[src/rtl/csr_defs.sv]
// Shared definitions for the machine-mode CSR file: addresses, cause codes,
// operation encodings and bit positions inside mstatus / mie / mip.
package csr_defs;

    // CSR addresses
    localparam logic [11:0] CSR_MSTATUS   = 12'h300;
    localparam logic [11:0] CSR_MIE       = 12'h304;
    localparam logic [11:0] CSR_MTVEC     = 12'h305;
    localparam logic [11:0] CSR_MSCRATCH  = 12'h340;
    localparam logic [11:0] CSR_MEPC      = 12'h341;
    localparam logic [11:0] CSR_MCAUSE    = 12'h342;
    localparam logic [11:0] CSR_MIP       = 12'h344;
    localparam logic [11:0] CSR_MCYCLE    = 12'hB00;
    localparam logic [11:0] CSR_MINSTRET  = 12'hB02;
    localparam logic [11:0] CSR_MCYCLEH   = 12'hB80;
    localparam logic [11:0] CSR_MINSTRETH = 12'hB82;
    localparam logic [11:0] CSR_MHARTID   = 12'hF14;

    // mcause values
    localparam logic [31:0] CAUSE_ECALL_M = 32'd11;
    localparam logic [4:0]  IRQ_CODE_MSI  = 5'd3;
    localparam logic [4:0]  IRQ_CODE_MTI  = 5'd7;

    // Bit positions (mstatus, mie and mip share the 3/7 layout)
    localparam int MSTATUS_MIE_BIT  = 3;
    localparam int MSTATUS_MPIE_BIT = 7;
    localparam int IRQ_MSI_BIT      = 3;
    localparam int IRQ_MTI_BIT      = 7;

    // funct3[1:0] operation encoding
    typedef enum logic [1:0] {
        CSR_OP_NONE  = 2'b00,
        CSR_OP_WRITE = 2'b01,
        CSR_OP_SET   = 2'b10,
        CSR_OP_CLEAR = 2'b11
    } csr_op_e;

    // mstatus as read by software: MPP hard-wired to machine mode
    function automatic logic [31:0] mstatus_pack(input logic mie, input logic mpie);
        logic [31:0] v;
        v                   = 32'h0000_1800;
        v[MSTATUS_MIE_BIT]  = mie;
        v[MSTATUS_MPIE_BIT] = mpie;
        return v;
    endfunction

    // Two-bit interrupt view (software, timer) placed at its mie/mip positions
    function automatic logic [31:0] irq_pack(input logic msi, input logic mti);
        logic [31:0] v;
        v              = 32'h0;
        v[IRQ_MSI_BIT] = msi;
        v[IRQ_MTI_BIT] = mti;
        return v;
    endfunction

endpackage

[src/rtl/csr_counter64.sv]
// 64-bit free-running counter with independent 32-bit half writes.
// A write to either half wins over the increment for that cycle.
module csr_counter64 (
    input  logic        clk,
    input  logic        rst_n,
    input  logic        inc,
    input  logic        wr_lo,
    input  logic        wr_hi,
    input  logic [31:0] wdata,
    output logic [63:0] q
);

    logic [63:0] r_count;

    // Half writes replace their half and hold the other; otherwise count with full carry
    always_ff @(posedge clk or negedge rst_n) begin
        if (!rst_n) begin
            r_count <= 64'd0;
        end else if (wr_lo || wr_hi) begin
            if (wr_lo) r_count[31:0]  <= wdata;
            if (wr_hi) r_count[63:32] <= wdata;
        end else if (inc) begin
            r_count <= r_count + 64'd1;
        end
    end

    assign q = r_count;

endmodule

[src/rtl/csr_file.sv]
// Machine-mode CSR register file and trap controller for one hart.
// Reads are combinational and return the value before any write this cycle.
// Per-cycle priority: ECALL > interrupt > MRET > CSR write.
import csr_defs::*;

module csr_file #(
    parameter logic [31:0] HART_ID     = 32'd0,
    parameter logic [31:0] MTVEC_RESET = 32'h0000_0000
) (
    input  logic        clk,
    input  logic        rst_n,
    input  logic [11:0] csr_addr,
    input  logic [2:0]  csr_funct3,
    input  logic [31:0] csr_rs1_data,
    input  logic [4:0]  csr_zimm,
    input  logic        csr_we,
    input  logic        is_ecall,
    input  logic        is_mret,
    input  logic [31:0] exc_pc,
    input  logic        int_accept,
    input  logic        instr_retire,
    input  logic        irq_timer,
    input  logic        irq_soft,
    output logic [31:0] csr_rdata,
    output logic        trap_taken,
    output logic [31:0] trap_vector,
    output logic        mret_taken,
    output logic [31:0] epc_out
);

    // Architectural state
    logic        r_mstatus_mie;
    logic        r_mstatus_mpie;
    logic        r_mie_msie;
    logic        r_mie_mtie;
    logic [31:0] r_mtvec;
    logic [31:0] r_mscratch;
    logic [31:0] r_mepc;
    logic [31:0] r_mcause;

    logic [63:0] w_mcycle;
    logic [63:0] w_minstret;

    // Operand / write-value path
    csr_op_e     w_op_kind;
    logic [31:0] w_operand;
    logic [31:0] w_wval;
    logic        w_csr_wr;

    // Trap path
    logic        w_msi;
    logic        w_mti;
    logic        w_irq_pend;
    logic [4:0]  w_irq_code;
    logic        w_trap;
    logic        w_mret;
    logic [31:0] w_vec_base;

    // Per-CSR write strobes
    logic w_wr_mstatus, w_wr_mie, w_wr_mtvec, w_wr_mscratch, w_wr_mepc, w_wr_mcause;
    logic w_wr_mcycle, w_wr_mcycleh, w_wr_minstret, w_wr_minstreth;

    assign w_op_kind = csr_op_e'(csr_funct3[1:0]);
    assign w_operand = csr_funct3[2] ? {27'b0, csr_zimm} : csr_rs1_data;

    // Interrupt qualification; software interrupt outranks timer
    assign w_msi      = r_mie_msie & irq_soft;
    assign w_mti      = r_mie_mtie & irq_timer;
    assign w_irq_pend = r_mstatus_mie & int_accept & (w_msi | w_mti);
    assign w_irq_code = w_msi ? IRQ_CODE_MSI : IRQ_CODE_MTI;

    assign w_trap   = is_ecall | w_irq_pend;
    assign w_mret   = is_mret & ~w_trap;
    // A trap or MRET in the same cycle swallows the CSR write
    assign w_csr_wr = csr_we & (w_op_kind != CSR_OP_NONE) & ~w_trap & ~is_mret;

    assign w_wr_mstatus   = w_csr_wr & (csr_addr == CSR_MSTATUS);
    assign w_wr_mie       = w_csr_wr & (csr_addr == CSR_MIE);
    assign w_wr_mtvec     = w_csr_wr & (csr_addr == CSR_MTVEC);
    assign w_wr_mscratch  = w_csr_wr & (csr_addr == CSR_MSCRATCH);
    assign w_wr_mepc      = w_csr_wr & (csr_addr == CSR_MEPC);
    assign w_wr_mcause    = w_csr_wr & (csr_addr == CSR_MCAUSE);
    assign w_wr_mcycle    = w_csr_wr & (csr_addr == CSR_MCYCLE);
    assign w_wr_mcycleh   = w_csr_wr & (csr_addr == CSR_MCYCLEH);
    assign w_wr_minstret  = w_csr_wr & (csr_addr == CSR_MINSTRET);
    assign w_wr_minstreth = w_csr_wr & (csr_addr == CSR_MINSTRETH);

    // Old-value read mux; unmapped addresses read as zero
    always_comb begin
        csr_rdata = 32'h0;
        case (csr_addr)
            CSR_MSTATUS:   csr_rdata = mstatus_pack(r_mstatus_mie, r_mstatus_mpie);
            CSR_MIE:       csr_rdata = irq_pack(r_mie_msie, r_mie_mtie);
            CSR_MTVEC:     csr_rdata = r_mtvec;
            CSR_MSCRATCH:  csr_rdata = r_mscratch;
            CSR_MEPC:      csr_rdata = r_mepc;
            CSR_MCAUSE:    csr_rdata = r_mcause;
            CSR_MIP:       csr_rdata = irq_pack(irq_soft, irq_timer);
            CSR_MCYCLE:    csr_rdata = w_mcycle[31:0];
            CSR_MCYCLEH:   csr_rdata = w_mcycle[63:32];
            CSR_MINSTRET:  csr_rdata = w_minstret[31:0];
            CSR_MINSTRETH: csr_rdata = w_minstret[63:32];
            CSR_MHARTID:   csr_rdata = HART_ID;
            default:       csr_rdata = 32'h0;
        endcase
    end

    // New value from the read-modify-write op against the old value
    always_comb begin
        w_wval = csr_rdata;
        case (w_op_kind)
            CSR_OP_WRITE: w_wval = w_operand;
            CSR_OP_SET:   w_wval = csr_rdata | w_operand;
            CSR_OP_CLEAR: w_wval = csr_rdata & ~w_operand;
            default:      w_wval = csr_rdata;
        endcase
    end

    // Trap target: vectored mode adds 4*code for interrupts only
    assign w_vec_base  = {r_mtvec[31:2], 2'b00};
    assign trap_vector = (r_mtvec[0] && !is_ecall && w_irq_pend)
                         ? w_vec_base + {25'b0, w_irq_code, 2'b00}
                         : w_vec_base;
    assign trap_taken  = w_trap;
    assign mret_taken  = w_mret;
    assign epc_out     = r_mepc;

    // mstatus interrupt-enable stack: trap pushes, MRET pops, else CSR write
    always_ff @(posedge clk or negedge rst_n) begin
        if (!rst_n) begin
            r_mstatus_mie  <= 1'b0;
            r_mstatus_mpie <= 1'b0;
        end else if (w_trap) begin
            r_mstatus_mpie <= r_mstatus_mie;
            r_mstatus_mie  <= 1'b0;
        end else if (w_mret) begin
            r_mstatus_mie  <= r_mstatus_mpie;
            r_mstatus_mpie <= 1'b1;
        end else if (w_wr_mstatus) begin
            r_mstatus_mie  <= w_wval[MSTATUS_MIE_BIT];
            r_mstatus_mpie <= w_wval[MSTATUS_MPIE_BIT];
        end
    end

    // Trap bookkeeping registers; trap capture beats a software write
    always_ff @(posedge clk or negedge rst_n) begin
        if (!rst_n) begin
            r_mepc   <= 32'h0;
            r_mcause <= 32'h0;
        end else if (w_trap) begin
            r_mepc   <= exc_pc & ~32'h3;
            r_mcause <= is_ecall ? CAUSE_ECALL_M : {1'b1, 26'b0, w_irq_code};
        end else begin
            if (w_wr_mepc)   r_mepc   <= w_wval & ~32'h3;
            if (w_wr_mcause) r_mcause <= w_wval;
        end
    end

    // Plain software-owned registers
    always_ff @(posedge clk or negedge rst_n) begin
        if (!rst_n) begin
            r_mie_msie <= 1'b0;
            r_mie_mtie <= 1'b0;
            r_mtvec    <= MTVEC_RESET;
            r_mscratch <= 32'h0;
        end else begin
            if (w_wr_mie) begin
                r_mie_msie <= w_wval[IRQ_MSI_BIT];
                r_mie_mtie <= w_wval[IRQ_MTI_BIT];
            end
            if (w_wr_mtvec)    r_mtvec    <= w_wval & ~32'h2;
            if (w_wr_mscratch) r_mscratch <= w_wval;
        end
    end

    csr_counter64 u_mcycle (
        .clk   (clk),
        .rst_n (rst_n),
        .inc   (1'b1),
        .wr_lo (w_wr_mcycle),
        .wr_hi (w_wr_mcycleh),
        .wdata (w_wval),
        .q     (w_mcycle)
    );

    csr_counter64 u_minstret (
        .clk   (clk),
        .rst_n (rst_n),
        .inc   (instr_retire),
        .wr_lo (w_wr_minstret),
        .wr_hi (w_wr_minstreth),
        .wdata (w_wval),
        .q     (w_minstret)
    );

endmodule

[config.mk]
export PLATFORM = sky130hd
export DESIGN_NAME = csr_file
export DESIGN_NICKNAME = d
export VERILOG_FILES = /design/src/rtl/csr_defs.sv /design/src/rtl/csr_counter64.sv /design/src/rtl/csr_file.sv
export SDC_FILE = /design/constraint.sdc
export NUM_CORES = 1
export LEC_CHECK = 0
export BUFFER_PORTS_ARGS = -buffer_cell sky130_fd_sc_hd__buf_2
export CORE_ASPECT_RATIO = 1.5
export CORE_MARGIN = 8
export CORE_UTILIZATION = 60
export CTS_CLUSTER_SIZE = 14
export DETAILED_ROUTE_END_ITERATION = 10
export PLACE_DENSITY = 0.83
export SKIP_LAST_GASP = 1
export SLEW_MARGIN = 40
export SYNTH_ARGS = -nofsm -noshare
export SYNTH_HDL_FRONTEND = slang
export SYNTH_SLANG_ARGS = --single-unit
[constraint.sdc]
create_clock -name clk -period 3.9 [get_ports clk]
set_input_delay 0.78 -clock clk [delete_from_list [all_inputs] [get_ports clk]]
set_output_delay 0.78 -clock clk [all_outputs]
set_load 0.02 [all_outputs]
After elaboration in Yosys (flattened, before gate mapping)

Cells that the tools add are included.

Input bits: 93
Logic and storage cells: 93
Output and inout port bits: 98
Bits in registers: 259

Multiplexer cells: 23
Eq/ne operators: 18
Reduce and logical (&&, ||, !) cells: 12
$add $sub $neg: 3
Bitwise operators: 25

Operators with widths:

| cell                                                   | count |
|---|---|
| two-way mux 32 bit                                     | 11 |
| one-hot mux 32 bit (11 select lines)                   | 1 |
| two-way mux 64 bit                                     | 3 |
| adder 64 x 1 -> 64 bit (second input constant)         | 2 |
| one-hot mux 32 bit (3 select lines)                    | 1 |
| equality test 12 x 10 -> 1 bit (second input constant) | 7 |
| equality test 12 bit (second input constant)           | 4 |
| adder 32 x 5 -> 32 bit                                 | 1 |
| AND 32 bit                                             | 1 |
| inverter 32 bit                                        | 1 |
| bitwise OR 32 bit                                      | 1 |
| AND 1 bit                                              | 18 |
| != test 2 x 1 -> 1 bit (second input constant)         | 4 |
| nonzero test 2 bit                                     | 4 |
| two-way mux 1 bit                                      | 6 |
| equality test 2 bit (second input constant)            | 2 |
| AND reduction 2 bit                                    | 2 |
| two-way mux 3 bit                                      | 1 |
| nonzero test 3 bit                                     | 1 |
| equality test 2 x 1 -> 1 bit (second input constant)   | 1 |
| logical AND 1 bit                                      | 2 |
| logical OR 1 bit                                       | 2 |
| inverter 1 bit                                         | 2 |
| bitwise OR 1 bit                                       | 2 |
| logical NOT 1 bit                                      | 1 |

Logic depth before layout (Yosys ltp)

Gate-level depths: netlist (run 1).

Word-level depth: 11
Depth in mapped cells: 13
Mapped depth without buffers: 9

By module

A second synthesis (run 1) with hierarchy kept.

Cells, all modules: 2120
Area total of the unflattened synthesis: 17742.0 µm²

Modules (own cells, without submodules):

| module        | area each (µm²) | sequential area each (µm²) | cells each | instances |
|---|---|---|---|---|
| csr_file      | 9233.9          | 3228.1                     | 1060       | 1 |
| csr_counter64 | 4254.1          | 1601.5                     | 530        | 2 |

Worst setup path before layout (run 1)

Ideal clock, no wire load.

Kind: input to output
From: input port irq_timer
To: output port trap_vector[24]
Stages: 7
Slack: 0.160 ns
Path buffers: 0
Data required time: 3.120 ns
Data arrival time: 2.960 ns
Cells stage by stage: a22oi_1 nor4b_2 o211ai_1 nor4_1 nor2b_1 nand2_1 xnor2_1

Longest elaborated chain between the ends: 5

RTL lines:

| element            | RTL line        | RTL |
|---|---|---|
| from (decl)        | csr_file.sv:22  | `input logic irq_timer,` |
| AND 1 bit          | csr_file.sv:68  | `assign w_mti = r_mie_mtie & irq_timer;` |
| bitwise OR 1 bit   | csr_file.sv:69  | `assign w_irq_pend = r_mstatus_mie & int_accept & (w_msi \| w_mti);` |
| AND 1 bit          | csr_file.sv:69  |  |
| logical AND 1 bit  | csr_file.sv:121 | `assign trap_vector = (r_mtvec[0] && !is_ecall && w_irq_pend)` |
| two-way mux 32 bit | csr_file.sv:122 | `? w_vec_base + {25'b0, w_irq_code, 2'b00}` |
| to (decl)          | csr_file.sv:26  | `output logic [31:0] trap_vector,` |

Every way passes these cells.

Final worst setup path (run 1)

From: register r_mstatus_mie
To: output port trap_vector[25]

Longest elaborated chain between the ends: 4

RTL lines:

| element                | RTL line        | RTL |
|---|---|---|
| from (decl)            | csr_file.sv:32  | `logic r_mstatus_mie;` |
| from (signal assigned) | csr_file.sv:137 | `r_mstatus_mie <= r_mstatus_mpie;` |
| from (signal assigned) | csr_file.sv:140 | `r_mstatus_mie <= w_wval[MSTATUS_MIE_BIT];` |
| AND 1 bit (2 in a row) | csr_file.sv:69  |  |
| logical AND 1 bit      | csr_file.sv:121 |  |
| two-way mux 32 bit     | csr_file.sv:122 |  |

Every way passes these cells.

==> out/metrics.csv, run 1 <==
metric;value;unit
switching part of the total power;29.3;%
mean area per synthesized cell;8.19;um2
Place WS;0.0699;ns
final WL;79900;um
wire per inst;30.4;um
num ports;191;
CTS Sinks;257;
maxcap violations;0;
period utilization;98.6;%
number of global-route vias before repair;18985;
final setup fails;0;
Chip Height;221;um
WP data arrival;3.07;ns
routed vias/inst;7.56;
CTS Hold Buffers Added;0;
Hold WC Path Type;in2async;
pins over their slew limit;0;
GRT Resource Usage Total;45.9;%
setup TNS;0;ns
nets@finish;2356;
RD Place Congestion;1.07;
Max-Slew Margin vs Limit;43.6;%
status;complete, no violations;
P_int;4.80;mW
top-area cell type share of the netlist area;38.1;%
Clock transition at path regs;0.06;ns
Critical Path End Type;output pin;
largest net degree at the start of global routing;92;
post-layout worst setup margin;0.0536;ns
Seq pwr share;43.9;%
total net switching power;1.99;mW
critical setup path kind;reg2out;
total number of vias;19888;
First-pass DRT Iterations;9;
Pwr Total;6.80;mW
1st-iter DRT viols;3252;
WP data required;3.12;ns
Area Growth Syn to Fin;17.3;%
Setup Skew;0.0207;ns
worst slew pin tran;0.838;ns
combinational power share;12.5;%
leading area contributor after synthesis;dfrtp_1;
Post-synth EDFFs;0;
core area;27800;um2
Synth Register Bits;257;
largest cells by area after synthesis;dfrtp_1 (38%), o21ai_0 (7.7%), nand2_1 (5.5%);
antenna viol nets, final;0;
# DRC;0;
post-layout minimum cycle time;3.85;ns
PD cells;343;nW/um2
cells after synthesis;2060;
Port Buffers;184;
clk buf depth;3;
row cnt;75;
antenna violations before repair;5;
clk_lat worst skew;0.59;ns
Root Buffer;clkbuf_16;
HPWL Detailed;58300;um
synth warn;0;
distinct cell type count after synthesis;85;
die area;33800;um2
sequential area share after synthesis;38.1;%
share of post-route cells with drive strength above 1;18.9;%
Remaining Overflow, GRT;0;
H-tree Lvls;1;
CTS tree;done;
main flop type after synthesis;dfrtp_1;
startpoint types;flop;
first-pass GRT wire length;118000;um
Clk pwr share;43.5;%
Die W;153;um
critical path fanouts, max;5;
async set-reset flop share out of synthesis;100;%
worst vdd ir;0.000376;V
final number of hold-violating endpoints;0;
mapped cell area;16900;um2
Fillers;2314;
CTS Buf Count;27;
starting density of the core;60.7;%
Leakage;8.35;nW
f_max;260;MHz
[critical path, stage by stage, from the launching register on]
cell     delay, ns
dfrtp_1       0.41
nand2_2       0.13
nor4b_4       0.44
buf_4         0.19
and3_1        0.22
nand4_1       0.12
buf_4         0.20
nor3_2        0.12
buf_4         0.18
nand3_1       0.09
xnor2_1       0.19
buf_2         0.20
[registers in the layout, summed over array words and instances (netlist names)]
| name | flops |
|---|---|
| epc_out | 30 |
| r_mcause | 32 |
| r_mie_msie | 1 |
| r_mie_mtie | 1 |
| r_mscratch | 32 |
| r_mstatus_mie | 1 |
| r_mstatus_mpie | 1 |
| r_mtvec | 31 |
| u_mcycle.q | 64 |
| u_minstret.q | 64 |
[final timing paths]
| kind | cells after the start | slack, ns | start | endpoint |
|---|---|---|---|---|
| max in group asynchronous | 2 | 2.76 | rst_n | r_mtvec[2] |
| worst max-delay path | 11 | 0.05 | r_mstatus_mie | trap_vector[25] |
| worst min-delay path | 1 | 0.18 | rst_n | u_minstret.q[60] |
| min in group clk | 3 | 0.43 | exc_pc[16] | epc_out[16] |
| worst min register to register | 2 | 0.48 | r_mscratch[25] | r_mscratch[25] |
| worst max register to register | 9 | 0.68 | u_mcycle.q[1] | u_mcycle.q[48] |
[stage by stage]
| stage | instances | cell area (um2) | hold WS, ns | utilization [%] |
|---|---|---|---|---|
| 6_report | 2629 | 19800 | 0.176 | 71.2 |
| 5_1_grt | 2627 | 19800 | 0.218 | 71.2 |
| 4_1_cts | 2625 | 19800 | 0.211 | 71.1 |
| 3_5_place_dp | 2575 | 18800 | 0.471 | 67.6 |
| 3_3_place_gp | 2575 | 18700 | 0.458 | 67.5 |
| 2_1_floorplan | 2063 | 16900 | 0.446 | - |
[timing repair]
item / CTS / global route
buffers inserted: 0 / 1
resized for setup: 0 / 4
setup endpoints to repair: 0 / 5
[placed cells by master, fill, tap and decap left out, drive strengths merged, types with 11 or more instances in the layout]
master	count
buf	314
o21ai	270
dfrtp	257
nand2	251
a21oi	137
nand3	115
nor2	109
nand4	69
a22oi	59
nor3	58
and3	48
xnor2	37
inv	36
clkbuf	36
a31oi	31
nor4	30
mux2i	29
a22o	22
o211ai	22
nor2b	22
and2	21
a211oi	18
o22ai	18
mux2	15
xor2	15
or3	15
a222oi	14
o221ai	13
and4	12
a221oi	11
[cells in the mapped netlist, drive strengths merged, types with 18 or more instances]
master	instances
a22oi	59
dfrtp	257
clkbuf	97
nand4	69
nor2b	22
and3	48
xnor2	37
nor2	109
buf	50
a31oi	31
and2	21
nand2	251
o21ai	270
nor3	58
a22o	22
a211oi	18
o22ai	18
o211ai	22
inv	34
nand3	115
nor4	30
mux2i	29
a21oi	137
[power by group through the flow]
stage	combinational [mW]	sequential, mW	clock, mW
after floorplan	0.402	2.98	0
after global placement	0.793	3.01	0
after detailed placement	0.814	3.01	0
after CTS	0.820	2.96	2.93
after global routing	0.900	2.98	3.04
final	0.851	2.99	2.96
[routing by layer]
metal	up-vias	routed length, um	global-route usage, %
li1	8155	-	-
met1	9379	25200	52.6
met2	1843	35900	71.8
met3	507	11100	11.4
met4	4	7670	38.1
met5	-	25	0
[logic make-up (layout without fill, tap and decap cells)]
logic type      after synthesis  in the layout  share of synthesized area, %
buf+inv                     182            399                          4.60
flops                       257            257                          38.1
simple gates                809            809                          24.8
mux                          47             47                          3.12
other cells                   1              7                        0.0222
compound gates              708            708                          26.3
xor+xnor                     52             52                          2.70
fa+ha+maj                     4              4                         0.297
[area by class of cell]
cell class,count,area [um2],area share (%)
clock inverter,14,208,1.05
sequential,257,6430,32.5
clock buffer,36,779,3.94
multi-input combinational,1624,9740,49.2
inverter,35,131,0.664
tap,346,433,2.19
antenna,3,7.51,0.0379
timing repair buffer,314,2060,10.4
Power figures use the tool's default switching activity.
==> inputs of run 2 (changes only) <==
--- a/config.mk
+++ b/config.mk
@@ -6,14 +6,18 @@
 export NUM_CORES = 1
 export LEC_CHECK = 0
 export BUFFER_PORTS_ARGS = -buffer_cell sky130_fd_sc_hd__buf_2
+export CELL_PAD_IN_SITES_DETAIL_PLACEMENT = 1
+export CELL_PAD_IN_SITES_GLOBAL_PLACEMENT = 1
 export CORE_ASPECT_RATIO = 1.5
 export CORE_MARGIN = 8
-export CORE_UTILIZATION = 60
+export CORE_UTILIZATION = 45
+export CTS_CLUSTER_DIAMETER = 200
 export CTS_CLUSTER_SIZE = 14
 export DETAILED_ROUTE_END_ITERATION = 10
-export PLACE_DENSITY = 0.83
+export PLACE_DENSITY = 0.82
 export SKIP_LAST_GASP = 1
 export SLEW_MARGIN = 40
 export SYNTH_ARGS = -nofsm -noshare
 export SYNTH_HDL_FRONTEND = slang
+export SYNTH_HIERARCHICAL = 1
 export SYNTH_SLANG_ARGS = --single-unit
==> run 2 against run 1 <==
Compared with the run above:
- routed wire length is 12% higher
- die area is 36% higher
- critical path depth is 3 lower
- maximum frequency is 1.1% higher
- flip-flop and latch count stayed put
- sequential share of layout area is 1.4 points lower
- clock skew is 0.0064 ns lower
- first-iteration DRC count is 51% lower
- sequential power is 4% higher
- largest cell class unchanged
==> out/metrics.csv, run 2 <==
metric;value;unit
row cnt;89;
sequential area share after synthesis;36.2;%
starting density of the core;45.4;%
antenna violations before repair;4;
Worst Reg-to-Reg Cells;12;
final setup fails;0;
largest cells by area after synthesis;dfrtp_1 (36%), nand2_1 (5.5%), nand4_1 (3.7%);
CTS tree;done;
CTS Sinks;257;
status;complete, no violations;
Root Buffer;clkbuf_16;
HPWL Detailed;69700;um
Setup crit end;csr_rdata[26];
maxcap violations;0;
Critical Path End Type;output pin;
share of post-route cells with drive strength above 1;20.7;%
Reg2Reg Setup Slack;0.46;ns
post-layout worst setup margin;0.0973;ns
largest net degree at the start of global routing;80;
final WL;89800;um
critical setup path kind;in2out;
PD cells;308;nW/um2
post-layout minimum cycle time;3.80;ns
core area;39100;um2
GRT Resource Usage Total;38.1;%
leading area contributor after synthesis;dfrtp_1;
routed vias/inst;6.82;
die area;46200;um2
worst vdd ir;0.000418;V
first-pass GRT wire length;131000;um
commonest non-fill, non-tap cell in the layout;dfrtp_1;
most common cell in the netlist;nand2_1;
Pwr Total;6.37;mW
Synth Register Bits;257;
WP data required;3.12;ns
mapped cell area;17700;um2
CTS Buf Count;22;
Port Buffers;184;
num ports;191;
critical path launch point;csr_addr[0];
Max-Slew Margin vs Limit;42.2;%
Place WS;0.102;ns
Area Growth Syn to Fin;16.7;%
Chip Height;259;um
Setup Skew;0.0144;ns
top-area cell type share of the netlist area;36.2;%
WP data arrival;3.02;ns
critical path fanouts, max;8;
distinct cell type count after synthesis;100;
total number of vias;19514;
RSZ-0062 raised after global routing;yes;
f_max;263;MHz
synth warn;6;
main flop type after synthesis;dfrtp_1;
wire per inst;31.4;um
Leakage;8.83;nW
1st-iter DRT viols;1598;
Post-synth top cells;nand2_1 (258), dfrtp_1 (257), nor2_1 (140);
nets@finish;2453;
pins over their slew limit;0;
final number of hold-violating endpoints;0;
r2r startpoint;r_mie_msie;
most frequent cells in the layout;dfrtp_1 (256), nand2_1 (255), buf_2 (181);
Post-synth EDFFs;0;
# DRC;0;
period utilization;97.5;%
async set-reset flop share out of synthesis;100;%
number of global-route vias before repair;20298;
H-tree Lvls;1;
reg-to-reg endpoint;u_minstret/q[48];
Die W;178;um
cells after synthesis;2120;
Remaining Overflow, GRT;0;
startpoint types;input pin;
clk_lat worst skew;0.55;ns
CTS Hold Buffers Added;0;
mean area per synthesized cell;8.37;um2
clk buf depth;3;
RD Place Congestion;0.979;
Hold WC Path Type;in2async;
Clock transition at path regs;0.07;ns
First-pass DRT Iterations;6;
worst slew pin tran;0.859;ns
antenna viol nets, final;0;
==> run 2: cell count changes after synthesis, moves of 18 or more <==
cell	change
nor2b_1	+19
o21ai_1	+68
and3_1	-20
nand4_1	+35
mux2i_1	+28
o21ai_0	-148
nor2_1	+31
a21oi_1	-56
nor4_1	+18
xnor2_1	+28
==> run 2: worst max-delay path: stages <==
cell and delay (ns):
buf_2 0.17, buf_4 0.19, nor3_2 0.24, buf_4 0.23
nand3_1 0.40, o221ai_1 0.63, or2_2 0.21, buf_2 0.17
==> run 2: layout make-up <==
cell class	instances	area (um2)
flip-flops and latches	257	6430
diodes	4	10.0
well taps	500	626
clock buffers	23	576
clock inverters	1	11.3
repair buffers	341	2200
multi-input cells	1680	10700
inverters	54	203
fillers	4714	18400
==> run 2: per-stage QoR <==
step / setup TNS (ns) / instances / hold WS [ns] / utilization (%) / area, um2
floorplan: 0 / 2129 / 0.446 / - / 17800
finish: 0 / 2860 / 0.233 / 53.0 / 20700
global placement: 0 / 2829 / 0.460 / 51.3 / 20000
CTS: 0 / 2853 / 0.266 / 52.9 / 20700
detailed placement: 0 / 2829 / 0.474 / 51.3 / 20100
global route: -0.0202 / 2858 / 0.301 / 53.0 / 20700
==> run 2: layer usage <==
| metal | routed length (um) | part of all wire [%] | vias up | global-route usage (%) |
|---|---|---|---|---|
| met4 | 7980 | 8.9 | 2 | 28.9 |
| met3 | 6860 | 7.6 | 371 | 5.98 |
| met1 | 30900 | 34 | 9827 | 41.3 |
| met5 | 13 | 0.014 | - | 0 |
| met2 | 44100 | 49 | 986 | 65.7 |
| li1 | - | - | 8328 | - |
==> run 2: worst min-delay path by stage <==
stage                     cells past startpoint  slack, ns               end           start
after floorplan                               2       0.45    r_mscratch[31]  r_mscratch[31]
after global placement                        2       0.46    r_mscratch[31]  r_mscratch[31]
after detailed placement                      2       0.47    r_mscratch[31]  r_mscratch[31]
after CTS                                     1       0.27   u_minstret/q[8]           rst_n
after global routing                          1       0.30   u_minstret/q[0]           rst_n
final                                         1       0.23  u_minstret/q[10]           rst_n
==> run 2: logic make-up (layout without fill, tap and decap cells) <==
family                     count (synthesis)  count (layout)  share of synthesized area, %
and+or+nand+nor                          943             943                          28.4
buffers and inverters                    192             419                          4.56
AOI/OAI and AO/OA                        533             533                          20.2
adders and majority gates                  4               4                         0.282
other                                      2              15                        0.0423
DFF                                      257             257                          36.2
muxes                                     94              94                          5.63
xor gates and xnor gates                  95              95                          4.69
==> run 2: repair_timing <==
item	CTS	global route
buffers inserted	0	3
setup endpoints to repair	4	11
gates resized for setup	2	4
pin swaps	0	2
==> run 2: report_power, final <==
group          leakage [nW]  switching, mW  internal (mW)
clock                 0.289           1.07           1.04
combinational          5.18          0.752          0.402
sequential             3.36          0.294           2.81
